==> src/rtl/clk_div_monitor_if.sv <==
// Signal bundle between a divided-clock source/stimulus and clk_div_monitor.
// The master side drives the divided clock and controls; the slave side is the monitor.
interface clk_div_monitor_if #(
    parameter int CNT_W = 8
);
    logic             enable;
    logic             div_in;
    logic [1:0]       ratio_sel;
    logic             locked;
    logic             err_pulse;
    logic [7:0]       err_cnt;
    logic [CNT_W-1:0] last_seg;

    modport master (
        output enable, div_in, ratio_sel,
        input  locked, err_pulse, err_cnt, last_seg
    );

    modport slave (
        input  enable, div_in, ratio_sel,
        output locked, err_pulse, err_cnt, last_seg
    );
endinterface

==> src/rtl/clk_div_monitor.sv <==
// Checks a divided clock generated in the same clock domain: measures each high/low
// segment, declares lock after a run of correct half-periods and counts bad segments.
module clk_div_monitor #(
    parameter int CNT_W      = 8,
    parameter int LOCK_COUNT = 4
) (
    input  logic             clock,
    input  logic             reset,
    clk_div_monitor_if.slave mon
);

    typedef enum logic [1:0] {IDLE, SYNC, TRACK, LOCKED} state_t;

    state_t           state, state_nxt;
    logic             d_q;
    logic [CNT_W-1:0] run, run_nxt, half;
    logic [7:0]       good, good_nxt;
    logic [1:0]       ratio_q, ratio_nxt;
    logic             err_q, err_nxt;
    logic [7:0]       err_cnt_q, err_cnt_nxt;
    logic [CNT_W-1:0] last_seg_q, last_seg_nxt;
    logic             edge_det;

    assign edge_det = mon.enable && (mon.div_in != d_q);
    assign half     = CNT_W'(1) << ratio_q;
    assign run_nxt  = edge_det ? CNT_W'(1) : ((&run) ? run : run + CNT_W'(1));

    // Ratio change outranks segment evaluation, and SYNC discards the partial
    // segment, so a stuck level reports only one long error.
    always_comb begin
        state_nxt    = state;
        good_nxt     = good;
        ratio_nxt    = ratio_q;
        err_nxt      = 1'b0;
        last_seg_nxt = last_seg_q;
        if (!mon.enable) begin
            state_nxt = IDLE;
            good_nxt  = '0;
            ratio_nxt = mon.ratio_sel;
        end else if (state == IDLE) begin
            state_nxt = SYNC;
            good_nxt  = '0;
            ratio_nxt = mon.ratio_sel;
        end else if (mon.ratio_sel != ratio_q) begin
            state_nxt = SYNC;
            good_nxt  = '0;
            ratio_nxt = mon.ratio_sel;
        end else if (state == SYNC) begin
            if (edge_det) begin
                state_nxt = TRACK;
                good_nxt  = '0;
            end
        end else if (edge_det) begin
            last_seg_nxt = run;
            if (run == half) begin
                if (state == TRACK) begin
                    if (good == 8'(LOCK_COUNT - 1)) begin
                        state_nxt = LOCKED;
                        good_nxt  = '0;
                    end else begin
                        good_nxt = good + 8'd1;
                    end
                end
            end else begin
                err_nxt   = 1'b1;
                good_nxt  = '0;
                state_nxt = TRACK;
            end
        end else if (run >= half) begin
            err_nxt   = 1'b1;
            good_nxt  = '0;
            state_nxt = SYNC;
        end
    end

    always_comb begin
        err_cnt_nxt = err_cnt_q;
        if (err_nxt && (err_cnt_q != 8'hFF)) begin
            err_cnt_nxt = err_cnt_q + 8'd1;
        end
    end

    always_ff @(posedge clock) begin
        if (reset) begin
            state      <= IDLE;
            d_q        <= 1'b0;
            run        <= '0;
            good       <= '0;
            ratio_q    <= 2'b00;
            err_q      <= 1'b0;
            err_cnt_q  <= '0;
            last_seg_q <= '0;
        end else begin
            state      <= state_nxt;
            d_q        <= mon.div_in;
            run        <= run_nxt;
            good       <= good_nxt;
            ratio_q    <= ratio_nxt;
            err_q      <= err_nxt;
            err_cnt_q  <= err_cnt_nxt;
            last_seg_q <= last_seg_nxt;
        end
    end

    assign mon.locked    = (state == LOCKED);
    assign mon.err_pulse = err_q;
    assign mon.err_cnt   = err_cnt_q;
    assign mon.last_seg  = last_seg_q;

endmodule

==> src/flat_wrapper.sv <==
// flat-port wrapper written by rule: the top's interface ports become plain ports
module clk_div_monitor_flat 
#(
    parameter int CNT_W      = 8,
    parameter int LOCK_COUNT = 4
)
  (clock, reset, mon_enable, mon_div_in, mon_ratio_sel, mon_locked, mon_err_pulse, mon_err_cnt, mon_last_seg);
  clk_div_monitor_if #(.CNT_W(CNT_W)) mon_i ();
  input  logic clock;
  input  logic reset;
  input wire logic [$bits(mon_i.enable)-1:0] mon_enable;
  input wire logic [$bits(mon_i.div_in)-1:0] mon_div_in;
  input wire logic [$bits(mon_i.ratio_sel)-1:0] mon_ratio_sel;
  output wire logic [$bits(mon_i.locked)-1:0] mon_locked;
  output wire logic [$bits(mon_i.err_pulse)-1:0] mon_err_pulse;
  output wire logic [$bits(mon_i.err_cnt)-1:0] mon_err_cnt;
  output wire logic [$bits(mon_i.last_seg)-1:0] mon_last_seg;
  assign mon_i.enable = mon_enable;
  assign mon_i.div_in = mon_div_in;
  assign mon_i.ratio_sel = mon_ratio_sel;
  assign mon_locked = mon_i.locked;
  assign mon_err_pulse = mon_i.err_pulse;
  assign mon_err_cnt = mon_i.err_cnt;
  assign mon_last_seg = mon_i.last_seg;
  clk_div_monitor #(.CNT_W(CNT_W), .LOCK_COUNT(LOCK_COUNT)) u_core (.clock(clock), .reset(reset), .mon(mon_i));
endmodule
==> config.mk <==
export PLATFORM = sky130hd
export DESIGN_NAME = clk_div_monitor_flat
export DESIGN_NICKNAME = d
export VERILOG_FILES = /design/src/rtl/clk_div_monitor_if.sv /design/src/rtl/clk_div_monitor.sv /design/src/flat_wrapper.sv
export SDC_FILE = /design/constraint.sdc
export NUM_CORES = 1
export LEC_CHECK = 0
export ABC_AREA = 1
export CAP_MARGIN = 30
export CORE_ASPECT_RATIO = 0.5
export CORE_MARGIN = 3
export CORE_UTILIZATION = 30
export CTS_CLUSTER_DIAMETER = 30
export DETAILED_ROUTE_END_ITERATION = 6
export PLACE_DENSITY = 0.54
export SETUP_SLACK_MARGIN = 0.02
export SKIP_LAST_GASP = 1
export SYNTH_ARGS = -nofsm -noshare
export SYNTH_HDL_FRONTEND = slang
export SYNTH_SLANG_ARGS = --single-unit
==> constraint.sdc <==
create_clock -name clock -period 4.1 [get_ports clock]
set_input_delay 1.025 -clock clock [delete_from_list [all_inputs] [get_ports clock]]
set_output_delay 1.025 -clock clock [all_outputs]
set_load 0.005 [all_outputs]
==> results of run 1 <==
-- worst max path at each step --
stage                                start                endpoint  slack [ps]  cells past startpoint
after detailed placement  mon_ratio_sel[0]  u_core.mon.last_seg[0]        1290                      6
after CTS                       mon_div_in   u_core.mon.err_cnt[4]        1580                     10
after floorplan           mon_ratio_sel[1]  u_core.mon.last_seg[4]        1990                      7
after global placement    mon_ratio_sel[0]  u_core.mon.last_seg[3]        1310                      6
after global routing            mon_div_in          u_core.good[5]        1410                     11
final                           mon_div_in   u_core.mon.err_cnt[4]        1590                     10
-- flip-flops by register name, indices dropped and copies added (netlist names) --
register	flops
u_core.good	8
u_core.state	2
u_core.run	8
u_core.mon.err_pulse	1
u_core.mon.last_seg	8
u_core.d_q	1
u_core.mon.err_cnt	8
u_core.ratio_q	2
-- area by class of cell --
type	count	area (um2)
repair buffers	23	230
fillers	650	3760
clock inverters	3	68.8
well taps	88	110
multi-input cells	197	1070
inverters	40	150
flip-flops and latches	38	761
clock buffers	5	125
-- cells by family after synthesis --
family	synth area share [%]
DFF	37.7
buffers and inverters	9.12
and+or+nand+nor	31.7
AOI/OAI and AO/OA	12.0
adders and majority gates	4.34
xor gates and xnor gates	5.15
-- placed cells by master, fill, tap and decap left out, types with 3 or more instances in the layout --
| cell type | count |
|---|---|
| dfxtp_1 | 38 |
| nand3_1 | 19 |
| nor3_1 | 4 |
| clkdlybuf4s50_1 | 23 |
| ha_1 | 7 |
| nand2_1 | 49 |
| xnor2_1 | 3 |
| a21oi_1 | 22 |
| nor2_1 | 42 |
| o21ai_0 | 11 |
| nand3_2 | 3 |
| clkbuf_16 | 5 |
| xor2_1 | 7 |
| nand4_1 | 7 |
| inv_1 | 39 |
-- power groups by stage --
stage / sequential [mW] / combinational [mW] / clock, mW
after floorplan: 0.386 / 0.0613 / 0
after global placement: 0.387 / 0.0793 / 0
after detailed placement: 0.387 / 0.0808 / 0
after CTS: 0.379 / 0.0814 / 0.516
after global routing: 0.380 / 0.0959 / 0.530
final: 0.379 / 0.0806 / 0.505
-- stage by stage --
step                      utilization, %  area (um2)  total power, mW
after global routing                40.1        2520             1.01
after global placement              37.0        2320            0.467
after CTS                           40.1        2520            0.976
final                               40.1        2520            0.965
after detailed placement            37.0        2320            0.468
after floorplan                        -        2020            0.447
-- routing by layer --
layer,routed length [um],vias to the layer above,track usage (%)
met2,1900,29,20.3
met4,10,0,2.51
met5,0,-,0
met1,2170,805,15.7
met3,177,2,3.63
li1,-,962,-
-- critical path: cells and delay by family --
family	cells	cell delay (ps)
simple gates	6	940
compound gates	1	60
buf+inv	3	610
==> reports/results.tsv, run 1 <==
metric	value	unit
min_to	u_core.mon.last_seg[2]	
antenna_found_initial	0	
fin_cells	394	
synth_area_leaders	dfxtp_1 (38%), nand2_1 (9.1%), nor2_1 (7.8%)	
synth_commonest_cells	nand2_1 (49), nor2_1 (42), inv_1 (39), dfxtp_1 (38), a21oi_1 (22)	
hpwlAfterDp	3250	um
r2r-end	u_core.mon.err_cnt[4]	
crit_top_cell	nand2_1	
die_w	122	um
synth_fp_nets	292	
crit_arrival	2640	ps
cts.repair.resized	0	
grt_pass1_vias	1720	
hold_slack	444	ps
num_rows	20	
slew_violations	0	
layout_setup_ws	1590	ps
hp-start	u_core.mon.last_seg[2]	
cap_violations	0	
seqPwrFrac	39.3	%
p_leak	0.983	nW
h-tree-depth	2	
synthCells	279	
vias	1798	
drc	0	
max_stage_delay	480	ps
worstSetupEndpointType	flip-flop	
start_kind	primary input	
clkTransAtPathRegs	60	ps
syn_avg_cell_area	7.23	um2
viasPerCell	4.56	
worstMarginPinSlew	593	ps
core	6280	um2
timing.fmax	399	MHz
drtPass1Iterations	4	
clock_latency	280	ps
cts_setup_buffers	0	
fin_worst_skew	5.66	ps
numCtsBuffers	5	
insertedDiodeCount	0	
r2r_start	u_core.ratio_q[1]	
crit_path_cell_trace	clkdlybuf4s50_1, inv_1, nand2_1, nand3_2, nand4_2, inv_2, nor3_4, nand2_4, nand2_1, a21oi_1	
wl_per_cell	10.8	um
start_util	32.1	%
track_usage	12.2	%
wirelength	4260	um
port_buffers	23	
yosys.cell_types.count	35	
drt_iter0_markers	96	
reg2reg_depth	10	
vdd_drop_max	0.151	mV
cts.sinks	38	
synth_top_flop_cell	dfxtp_1	
drive_above_1_share	8.50	%
root_buffer	clkbuf_16	
maxSlewHeadroom	60.3	%
cp.required	4230	ps
fin_crit	2510	ps
cts_hold_buf	0	
rsz0062_at_grt	no	
grt_overflow	0	
post-synth-top-area-cell	dfxtp_1	
yosysMostFrequentCell	nand2_1	
synth.top_cell.area_share	37.7	%
cts_tree	built	
synth_edf_count	0	
clockPowerShare	52.3	%
hold_violations	0	
dp.cells	386	
ios	24	
gp_congestion	0.791	
syn_to_final_growth	24.8	%
p_sw_share	22.2	%
grt_max_degree	17	
fin_tns_setup	0	ps
die_area	7800	um2
slowest_stage	clkdlybuf4s50_1	
setup_viol	0	
hp-class	flip-flop to flip-flop	
yosysSeqAreaShare	37.7	%
hold_depth	2	
pwr_density_cell	383	nW/um2
yosys_warnings	0	
status	completed	
post-place-ws	1290	ps
ys_ff_latch	38	
fin_crit_sh	61.2	%
synth-async-reset-ratio	0	%
syn-cell-area	2020	um2
p_switching	0.214	mW
die_h	64.0	um
layout.nets	318	
path_max_fanout	9	
antenna_left	0	
cts_buffer_depth	2	
pwr-share-comb	8.4	%
worst-r2r-setup-slack	1850	ps
grt_pass1_wl	7740	um
internal-power	0.751	mW
path_class	primary input to flip-flop	
No activity file was read; power rests on OpenSTA's default activity.
==> inputs of run 2 (changes only) <==
==> constraint.sdc (replaced) <==
create_clock -name clock -period 2.55 [get_ports clock]
set_input_delay 0.6375 -clock clock [delete_from_list [all_inputs] [get_ports clock]]
set_output_delay 0.6375 -clock clock [all_outputs]
set_load 0.005 [all_outputs]
==> run 2 against run 1 <==
  * Non-clock buffer count is 3 higher
  * Power grew 41%
  * Sequential share of layout area up 0.14 points
  * Wire length up 4.3%
  * Count of clock-buffer cells in the layout grew 2
  * Hold slack worse by 1.4 ps
  * First-iteration DRC count increased by 24%
  * Design area decreased by 0.45%
  * Critical path type is now flip-flop to flip-flop
==> reports/results.tsv, run 2 (synthesized netlist as in run 1, its figures left out) <==
metric	value	unit	change
setup_viol	0		unchanged
crit_path_cell_trace	inv_1, or2_2, ha_1, nand4_1, nor3_1, nor3_4, buf_12, nand2_4, nand2_1, a21oi_1		
core	6280	um2	unchanged
cts_buffer_depth	2		unchanged
grt_max_degree	17		unchanged
cts.repair.resized	0		unchanged
port_buffers	23		unchanged
start_kind	flip-flop		
maxSlewHeadroom	62.2	%	+1.9 points
grt_overflow	0		unchanged
start_util	32.1	%	unchanged
die_w	122	um	unchanged
wl_per_cell	11.2	um	+3.5%
slew_violations	0		unchanged
fin_crit	2290	ps	
ios	24		unchanged
status	completed		
root_buffer	clkbuf_16		
wirelength	4440	um	+4.3%
h-tree-depth	2		unchanged
crit_arrival	2490	ps	-150 ps
rsz0062_at_grt	no		
placed_area	2360	um2	+1.5%
fin_area	2510	um2	-0.45%
p_leak	0.980	nW	-0.24%
hp-class	flip-flop to flip-flop		
cts_setup_buffers	0		unchanged
slowest_stage	nor3_1		
cts_hold_buf	0		unchanged
gp_congestion	0.768		-3.0%
viasPerCell	4.49		-1.5%
path_class	flip-flop to flip-flop		
grt_pass1_vias	1669		-3.0%
track_usage	12.1	%	-0.054 points
worstSetupEndpointType	flip-flop		
antenna_found_initial	0		unchanged
vdd_drop_max	0.255	mV	+69%
die_area	7800	um2	unchanged
cts_tree	built		
final_cell_mix	nand2_1 (49), nor2_1 (42), inv_1 (39), dfxtp_1 (38), clkdlybuf4s50_1 (23)		
layout.nets	321		+0.94%
insertedDiodeCount	0		unchanged
drc	0		unchanged
fin_worst_skew	5.64	ps	-0.0205 ps
cp.required	2750	ps	-1480 ps
drive_above_1_share	9.06	%	+0.56 points
clock_latency	280	ps	about the same
grt_pass1_wl	7600	um	-1.8%
hpwlAfterDp	3450	um	+6.2%
drt_iter0_markers	119		+24%
path_max_fanout	9		unchanged
drtPass1Iterations	4		unchanged
syn_to_final_growth	24.3	%	
cts.sinks	38		unchanged
hold_violations	0		unchanged
antenna_left	0		unchanged
pwr_density_cell	541	nW/um2	+41%
worstMarginPinSlew	567	ps	-26.2 ps
vias	1784		-0.78%
mostFrequentLayoutCell	nand2_1		
max_stage_delay	430	ps	-50 ps
timing.fmax	437	MHz	
clkTransAtPathRegs	60	ps	about the same
fin_crit_sh	89.8	%	
cap_violations	0		unchanged
num_rows	20		unchanged
fin_tns_setup	0	ps	unchanged
num-fill-cells	640		-1.5%
die_h	64.0	um	unchanged
numCtsBuffers	5		unchanged
[run 2: worst paths after layout]
path | start | to | slack, ps | cells past startpoint
setup / recovery | u_core.ratio_q[1] | u_core.mon.err_cnt[4] | 260 | 10
hold / removal | u_core.mon.last_seg[5] | u_core.mon.last_seg[5] | 440 | 2
setup reg to reg | u_core.ratio_q[1] | u_core.mon.err_cnt[4] | 260 | 10
hold reg to reg | u_core.mon.last_seg[5] | u_core.mon.last_seg[5] | 440 | 2
[run 2: stage by stage]
| step | cells | hold WS (ps) | util, % | setup slack, ps | total power, mW |
|---|---|---|---|---|---|
| 4_1_cts | 397 | 446 | 39.9 | 241 | 1.37 |
| 6_report | 397 | 442 | 39.9 | 260 | 1.36 |
| 2_1_floorplan | 279 | 440 | - | 581 | 0.719 |
| 5_1_grt | 397 | 467 | 39.9 | 78.3 | 1.42 |
| 3_5_place_dp | 389 | 437 | 37.5 | 95.2 | 0.754 |
| 3_3_place_gp | 389 | 431 | 37.5 | 128 | 0.752 |
[run 2: per-layer routing]
metal  part of all wire (%)  vias up  GRT usage, %
met5                      0        -             0
met4                    1.2        0          3.77
met3                    2.7        7          3.18
met2                     46       21          20.4
met1                     50      798          15.2
li1                       -      958             -
[run 2: report_power, final]
| group | leakage, nW | total, mW | internal [mW] | switching (mW) |
|---|---|---|---|---|
| logic | 0.599 | 0.131 | 0.0462 | 0.0846 |
| clock network | 0.0739 | 0.614 | 0.387 | 0.227 |
| registers | 0.308 | 0.610 | 0.601 | 0.00900 |
| total | 0.980 | 1.36 | 1.03 | 0.321 |
[run 2: final cells by class]
cell class | count | area [um2] | share of cell area (%)
Clock inverter | 1 | 5.00 | 0.200
Multi-Input combinational cell | 197 | 1070 | 42.8
Timing Repair Buffer | 26 | 265 | 10.6
Sequential cell | 38 | 761 | 30.4
Tap cell | 88 | 110 | 4.39
Inverter | 40 | 150 | 5.99
Clock buffer | 7 | 143 | 5.69
[run 2: critical path: cells and delay by family, from the launching register on]
family                   cells  cell delay (ps)
AO/OA/AOI/OAI                1              130
flip-flops                   1              410
adder cells (fa/ha/maj)      1              300
AND/OR/NAND/NOR              6             1160
buffers and inverters        2              220
